===== config.mk =====
export PLATFORM = sky130hd
export DESIGN_NAME = im_arbiter_flat
export DESIGN_NICKNAME = d
export VERILOG_FILES = /design/src/rtl/im_pkg.sv /design/src/rtl/im_arbiter_if.sv /design/src/rtl/im_arbiter.sv /design/src/flat_wrapper.sv
export SDC_FILE = /design/constraint.sdc
export NUM_CORES = 1
export LEC_CHECK = 0
export ABC_AREA = 1
export CORE_AREA = 4 4 92 94
export CTS_CLUSTER_DIAMETER = 200
export DETAILED_ROUTE_END_ITERATION = 16
export DIE_AREA = 0 0 96 98
export DONT_BUFFER_PORTS = 1
export GPL_ROUTABILITY_DRIVEN = 0
export GPL_TIMING_DRIVEN = 1
export PLACE_DENSITY = 0.3
export SLEW_MARGIN = 20
export SYNTH_ARGS = -nofsm -noshare
export SYNTH_HDL_FRONTEND = slang
export SYNTH_SLANG_ARGS = --single-unit

===== constraint.sdc =====
create_clock -name clk -period 1.46 [get_ports clk]
set_clock_uncertainty 0.2 [all_clocks]
set_input_delay 0.219 -clock clk [delete_from_list [all_inputs] [get_ports clk]]
set_output_delay 0.219 -clock clk [all_outputs]
set_load 0.05 [all_outputs]

===== src/rtl/im_pkg.sv =====
// rtl/im_pkg.sv - shared types and constants for the instruction memory arbiter
package im_pkg;
  localparam int IM_WORD_W = 32;

  typedef enum logic [1:0] {
    RUN,
    DRAIN,
    HALTED
  } im_arb_state_t;
endpackage


===== src/rtl/im_arbiter_if.sv =====
// rtl/im_arbiter_if.sv - fetch, debug and memory-side signals of the instruction memory arbiter
interface im_arbiter_if
  import im_pkg::*;
#(
  parameter int IDX_W = 7
);
  logic                 fetch_req;
  logic [31:0]          fetch_addr;
  logic                 fetch_gnt;
  logic                 fetch_rvalid;
  logic [IM_WORD_W-1:0] fetch_rdata;

  logic                 dbg_hold;
  logic                 halted;
  logic                 dbg_req;
  logic                 dbg_we;
  logic [31:0]          dbg_addr;
  logic [IM_WORD_W-1:0] dbg_wdata;
  logic                 dbg_gnt;
  logic                 dbg_rvalid;
  logic [IM_WORD_W-1:0] dbg_rdata;
  logic                 dbg_err;

  logic                 mem_en;
  logic                 mem_we;
  logic [IDX_W-1:0]     mem_addr;
  logic [IM_WORD_W-1:0] mem_wdata;
  logic [IM_WORD_W-1:0] mem_rdata;

  // Requesters and the memory array
  modport master (
    output fetch_req, fetch_addr, dbg_hold, dbg_req, dbg_we, dbg_addr, dbg_wdata, mem_rdata,
    input  fetch_gnt, fetch_rvalid, fetch_rdata, halted, dbg_gnt, dbg_rvalid, dbg_rdata,
           dbg_err, mem_en, mem_we, mem_addr, mem_wdata
  );

  // The arbiter
  modport slave (
    input  fetch_req, fetch_addr, dbg_hold, dbg_req, dbg_we, dbg_addr, dbg_wdata, mem_rdata,
    output fetch_gnt, fetch_rvalid, fetch_rdata, halted, dbg_gnt, dbg_rvalid, dbg_rdata,
           dbg_err, mem_en, mem_we, mem_addr, mem_wdata
  );
endinterface


===== src/rtl/im_arbiter.sv =====
// rtl/im_arbiter.sv - shares the single-port instruction memory between fetch and a debug loader
module im_arbiter
  import im_pkg::*;
#(
  parameter int IDX_W    = 7,
  parameter int MAX_WAIT = 4
) (
  input  logic         clk,
  input  logic         rst_n,
  im_arbiter_if.slave  bus
);
  localparam int CNT_W = $clog2(MAX_WAIT + 1);

  im_arb_state_t    state_q;
  logic [CNT_W-1:0] wait_cnt_q;
  logic             fetch_rv_q;
  logic             dbg_rv_q;
  logic             dbg_err_q;
  logic             dbg_rd_q;

  logic             wait_max;
  logic             dbg_aligned;
  logic             fetch_gnt;
  logic             dbg_gnt;
  logic             unused_addr_bits;

  assign wait_max    = (wait_cnt_q == CNT_W'(MAX_WAIT));
  assign dbg_aligned = (bus.dbg_addr[1:0] == 2'b00);

  // dbg_hold blocks new fetch grants in every state, so DRAIN/HALTED with hold
  // released behave exactly like RUN within that same cycle.
  assign fetch_gnt = bus.fetch_req && !bus.dbg_hold && !(bus.dbg_req && wait_max);
  assign dbg_gnt   = bus.dbg_req && !fetch_gnt;

  assign bus.fetch_gnt = fetch_gnt;
  assign bus.dbg_gnt   = dbg_gnt;
  assign bus.halted    = bus.dbg_hold &&
                         ((state_q == HALTED) || ((state_q == DRAIN) && !fetch_rv_q));

  assign bus.mem_en    = fetch_gnt || (dbg_gnt && dbg_aligned);
  assign bus.mem_we    = dbg_gnt && dbg_aligned && bus.dbg_we;
  assign bus.mem_addr  = dbg_gnt ? bus.dbg_addr[IDX_W+1:2] : bus.fetch_addr[IDX_W+1:2];
  assign bus.mem_wdata = bus.mem_we ? bus.dbg_wdata : '0;

  assign bus.fetch_rvalid = fetch_rv_q;
  assign bus.fetch_rdata  = fetch_rv_q ? bus.mem_rdata : '0;
  assign bus.dbg_rvalid   = dbg_rv_q;
  assign bus.dbg_err      = dbg_err_q;
  assign bus.dbg_rdata    = dbg_rd_q ? bus.mem_rdata : '0;

  // Upper address bits alias by design; fetch is always word-wide.
  assign unused_addr_bits = ^{bus.fetch_addr[31:IDX_W+2], bus.fetch_addr[1:0],
                              bus.dbg_addr[31:IDX_W+2]};

  always_ff @(posedge clk or negedge rst_n) begin
    if (!rst_n) begin
      state_q    <= RUN;
      wait_cnt_q <= '0;
      fetch_rv_q <= 1'b0;
      dbg_rv_q   <= 1'b0;
      dbg_err_q  <= 1'b0;
      dbg_rd_q   <= 1'b0;
    end else begin
      fetch_rv_q <= fetch_gnt;
      dbg_rv_q   <= dbg_gnt;
      dbg_err_q  <= dbg_gnt && !dbg_aligned;
      dbg_rd_q   <= dbg_gnt && dbg_aligned && !bus.dbg_we;

      if (dbg_gnt) begin
        wait_cnt_q <= '0;
      end else if (bus.dbg_req && fetch_gnt && !wait_max) begin
        wait_cnt_q <= wait_cnt_q + 1'b1;
      end

      unique case (state_q)
        RUN: begin
          if (bus.dbg_hold) state_q <= DRAIN;
        end
        DRAIN: begin
          if (!bus.dbg_hold)   state_q <= RUN;
          else if (!fetch_rv_q) state_q <= HALTED;
        end
        HALTED: begin
          if (!bus.dbg_hold) state_q <= RUN;
        end
        default: state_q <= RUN;
      endcase
    end
  end
endmodule

===== src/flat_wrapper.sv =====
// flat-port wrapper written by rule: the top's interface ports become plain ports
module im_arbiter_flat import im_pkg::*;
#(
  parameter int IDX_W    = 7,
  parameter int MAX_WAIT = 4
)
  (clk, rst_n, bus_fetch_req, bus_fetch_addr, bus_dbg_hold, bus_dbg_req, bus_dbg_we, bus_dbg_addr, bus_dbg_wdata, bus_mem_rdata, bus_fetch_gnt, bus_fetch_rvalid, bus_fetch_rdata, bus_halted, bus_dbg_gnt, bus_dbg_rvalid, bus_dbg_rdata, bus_dbg_err, bus_mem_en, bus_mem_we, bus_mem_addr, bus_mem_wdata);
  im_arbiter_if #(.IDX_W(IDX_W)) bus_i ();
  input  logic clk;
  input  logic rst_n;
  input wire logic [$bits(bus_i.fetch_req)-1:0] bus_fetch_req;
  input wire logic [$bits(bus_i.fetch_addr)-1:0] bus_fetch_addr;
  input wire logic [$bits(bus_i.dbg_hold)-1:0] bus_dbg_hold;
  input wire logic [$bits(bus_i.dbg_req)-1:0] bus_dbg_req;
  input wire logic [$bits(bus_i.dbg_we)-1:0] bus_dbg_we;
  input wire logic [$bits(bus_i.dbg_addr)-1:0] bus_dbg_addr;
  input wire logic [$bits(bus_i.dbg_wdata)-1:0] bus_dbg_wdata;
  input wire logic [$bits(bus_i.mem_rdata)-1:0] bus_mem_rdata;
  output wire logic [$bits(bus_i.fetch_gnt)-1:0] bus_fetch_gnt;
  output wire logic [$bits(bus_i.fetch_rvalid)-1:0] bus_fetch_rvalid;
  output wire logic [$bits(bus_i.fetch_rdata)-1:0] bus_fetch_rdata;
  output wire logic [$bits(bus_i.halted)-1:0] bus_halted;
  output wire logic [$bits(bus_i.dbg_gnt)-1:0] bus_dbg_gnt;
  output wire logic [$bits(bus_i.dbg_rvalid)-1:0] bus_dbg_rvalid;
  output wire logic [$bits(bus_i.dbg_rdata)-1:0] bus_dbg_rdata;
  output wire logic [$bits(bus_i.dbg_err)-1:0] bus_dbg_err;
  output wire logic [$bits(bus_i.mem_en)-1:0] bus_mem_en;
  output wire logic [$bits(bus_i.mem_we)-1:0] bus_mem_we;
  output wire logic [$bits(bus_i.mem_addr)-1:0] bus_mem_addr;
  output wire logic [$bits(bus_i.mem_wdata)-1:0] bus_mem_wdata;
  assign bus_i.fetch_req = bus_fetch_req;
  assign bus_i.fetch_addr = bus_fetch_addr;
  assign bus_i.dbg_hold = bus_dbg_hold;
  assign bus_i.dbg_req = bus_dbg_req;
  assign bus_i.dbg_we = bus_dbg_we;
  assign bus_i.dbg_addr = bus_dbg_addr;
  assign bus_i.dbg_wdata = bus_dbg_wdata;
  assign bus_i.mem_rdata = bus_mem_rdata;
  assign bus_fetch_gnt = bus_i.fetch_gnt;
  assign bus_fetch_rvalid = bus_i.fetch_rvalid;
  assign bus_fetch_rdata = bus_i.fetch_rdata;
  assign bus_halted = bus_i.halted;
  assign bus_dbg_gnt = bus_i.dbg_gnt;
  assign bus_dbg_rvalid = bus_i.dbg_rvalid;
  assign bus_dbg_rdata = bus_i.dbg_rdata;
  assign bus_dbg_err = bus_i.dbg_err;
  assign bus_mem_en = bus_i.mem_en;
  assign bus_mem_we = bus_i.mem_we;
  assign bus_mem_addr = bus_i.mem_addr;
  assign bus_mem_wdata = bus_i.mem_wdata;
  im_arbiter #(.IDX_W(IDX_W), .MAX_WAIT(MAX_WAIT)) u_core (.clk(clk), .rst_n(rst_n), .bus(bus_i));
endmodule

==> results of run 1 <==
==> registers in the layout (all words and copies together) (netlist names) <==
signal	cells
u_core.bus.dbg_err	1
u_core.bus.fetch_rvalid	1
u_core.wait_cnt_q	3
u_core.state_q	2
u_core.dbg_rd_q	1
u_core.bus.dbg_rvalid	1
==> critical path, cell delays in order (launching register included) <==
cell and delay, ns:
dfrtp_1 0.38, inv_2 0.08, ha_4 0.14, nand3_4 0.07
nand2_4 0.08, nand4_4 0.12, buf_4 0.22, nor2_4 0.07
buf_4 0.19
==> what timing repair did <==
action	CTS	global route
setup buffers	6	2
resized for setup	130	125
pin swaps	7	40
hold buffers	4	0
cloned	6	2
setup endpoints to repair	111	114
hold endpoints to repair	16	0
==> cell usage in the layout, fill, tap and decap left out, drive strengths merged <==
cell type	Yosys	layout
inv	106	73
clkinvlp	0	33
o21ai	1	1
nand2	94	94
clkinv	0	1
buf	4	95
dfrtp	9	9
o211a	2	2
dlymetal6s4s	0	1
nand4	1	1
nor2	37	37
nand3	4	4
ha	2	2
clkbuf	7	7
or2	1	1
a21oi	1	1
dlygate4sd3	0	3
==> worst paths after layout <==
check,startpoint,end,slack [ns],cells after the start
max,u_core.wait_cnt_q[0],bus_mem_wdata[4],-0.56,8
min,rst_n,u_core.state_q[1],0.17,1
max reg2reg,u_core.wait_cnt_q[0],u_core.dbg_rd_q,-0.09,9
min reg2reg,u_core.wait_cnt_q[0],u_core.wait_cnt_q[0],0.40,3
max in group asynchronous,rst_n,u_core.dbg_rd_q,0.56,1
min in group clk,bus_dbg_req,u_core.bus.fetch_rvalid,0.17,4
==> metrics by stage <==
stage | utilization | instances | setup TNS, ns | setup WS [ns] | hold WS (ns)
2_1_floorplan | - | 269 | -17.90 | -0.351 | -0.277
3_3_place_gp | 0.398 | 447 | -13.87 | -0.345 | -0.276
3_5_place_dp | 0.398 | 447 | -14.88 | -0.367 | -0.276
4_1_cts | 0.483 | 466 | -35.73 | -0.582 | 0.184
5_1_grt | 0.551 | 467 | -40.47 | -0.640 | 0.183
6_report | 0.551 | 467 | -34.24 | -0.565 | 0.169
==> cell families after synthesis <==
family | after synthesis | synth area share
buffers and inverters | 117 | 0.341
adders and majority gates | 2 | 0.0182
AOI/OAI and AO/OA | 4 | 0.0218
DFF | 9 | 0.164
and+or+nand+nor | 137 | 0.455
==> power breakdown <==
group	switching, mW	internal [mW]
sequential	0.0256	0.266
clock	0.105	0.191
combinational	0.639	0.362
==> cell type report <==
cell class	instances	area, sq um
Timing Repair Buffer	102	1610
Timing Repair inverter	1	11.3
Tap cell	102	128
Multi-Input combinational cell	143	1620
Clock buffer	4	45.0
Inverter	106	577
Sequential cell	9	228
Fill cell	667	3440
==> layer usage <==
layer  global-route usage  vias up
met5                    0        -
met4               0.0241        0
met3               0.0447        8
met2                0.221      126
met1                0.126      840
li1                     -      910
==> cell usage after synthesis (all sizes together) <==
library cell  count  area (sq um)
a21oi             1          5.00
buf               4          45.0
clkbuf            7          26.3
dfrtp             9           225
ha                2          25.0
inv             106           398
nand2            94           363
nand3             4          25.0
nand4             1          21.3
nor2             37           211
o211a             2          20.0
o21ai             1          5.00
or2               1          6.26
==> flow_summary_export.csv, run 1 <==
group,metric,value,unit
routing,drc,0,
cts,insertion_delay,0.23,ns
timing,finalCritPeriodShare,1.39,
flow_run,drv_cap,0,
die,fp.dieH,98,um
die,dieArea,0.00941,sq mm
cts,clk_path_buf_depth,2,
cts,clk_pin_slew,0.05,ns
yosys,ys_types,18,
routing,highest_layer,"met4",
worst_setup_path,required,1.04,ns
power_and_ir_drop,leakagePower,2.15,nW
routing,met1_length,2.08,mm
outcome,violations,"negative setup slack",
worst_setup_path,end_kind,"output port",
yosys,syn_area_per_cell,5.12,sq um
cts,cts_sinks,9,
power_and_ir_drop,fin_total_pwr,1.59,mW
cts,cts_root_buf,"clkbuf_8",
routing,vias_per_cell,4.03,
routing,drt-total-wl,6.48,mm
finish,antenna_cells,0,
global_routing,grt_pass1_wl,8.98,mm
global_routing,antenna_found_initial,0,
yosys,synth_nets,405,
hold_path,hp-class,"input pin to async pin",
yosys,synthesis.area,0.00138,sq mm
place,place_hpwl,4.62,mm
yosys,ys_ff_latch,9,
timing,setup_violations,111,
routing,met3WireLength,850,um
timing,layout_setup_ws,-0.565,ns
routing,firstDrtPassIters,2,
timing,min_period,2.02,ns
place,io_buffers,0,
global_routing,grt_usage,0.120,
global_routing,grt.overflow.total,0,
finish,syn_to_final_growth,206,%
outcome,outcome,"complete, but fails checks",
global_routing,grt_pass1_vias,1873,
power_and_ir_drop,powerDensity,377,mW/mm^2
die,io_pins,245,
cts,htreeDepth,1,
die,initial_utilization,0.180,
routing,antenna_left,0,
finish,fin_nets,502,
worst_setup_path,crit_arrival,1.61,ns
place,placed_area,0.00304,sq mm
worst_setup_path,cp_max_fo,5,
die,fp.coreArea,0.00765,sq mm
timing,final_max_slew_viol_count,0,
worst_setup_path,cp-start-kind,"register",
finish,finish.instance_area,0.00421,sq mm
routing,route.met2.wl,3.47,mm
finish,drive_gt1_frac,0.825,
yosys,ys_warn_count,0,
cts,tritoncts.num_buffers,3,
routing,drtIter0Drc,9,
routing,via_count,1884,
worst_setup_path,criticalPathCategory,"register to output port",
yosys,synth_cells,269,
timing,grt_setup_unrepaired,"yes",
timing,max_freq,494,MHz
cts,cts_tree,"built",
die,row_count,32,
timing,tightest_slew,0.454,ns
die,die_x,96,um
power_and_ir_drop,ir_drop,288,uV
timing,final_hold_viol_count,0,
yosys,seq_area_frac_synth,0.164,
routing,drt-wirelength-per-cell,13.9,um
global_routing,grt_start_max_net_pins,17,
timing,relSlewSlack,0.698,
(Power assumes the default switching activity.)
==> run 2: changes to the inputs <==
- ABC_CLOCK_PERIOD_IN_PS: unset -> 1460
==> results of run 2 <==
The final DEF is identical to that of run 1; final timing and power are the same.
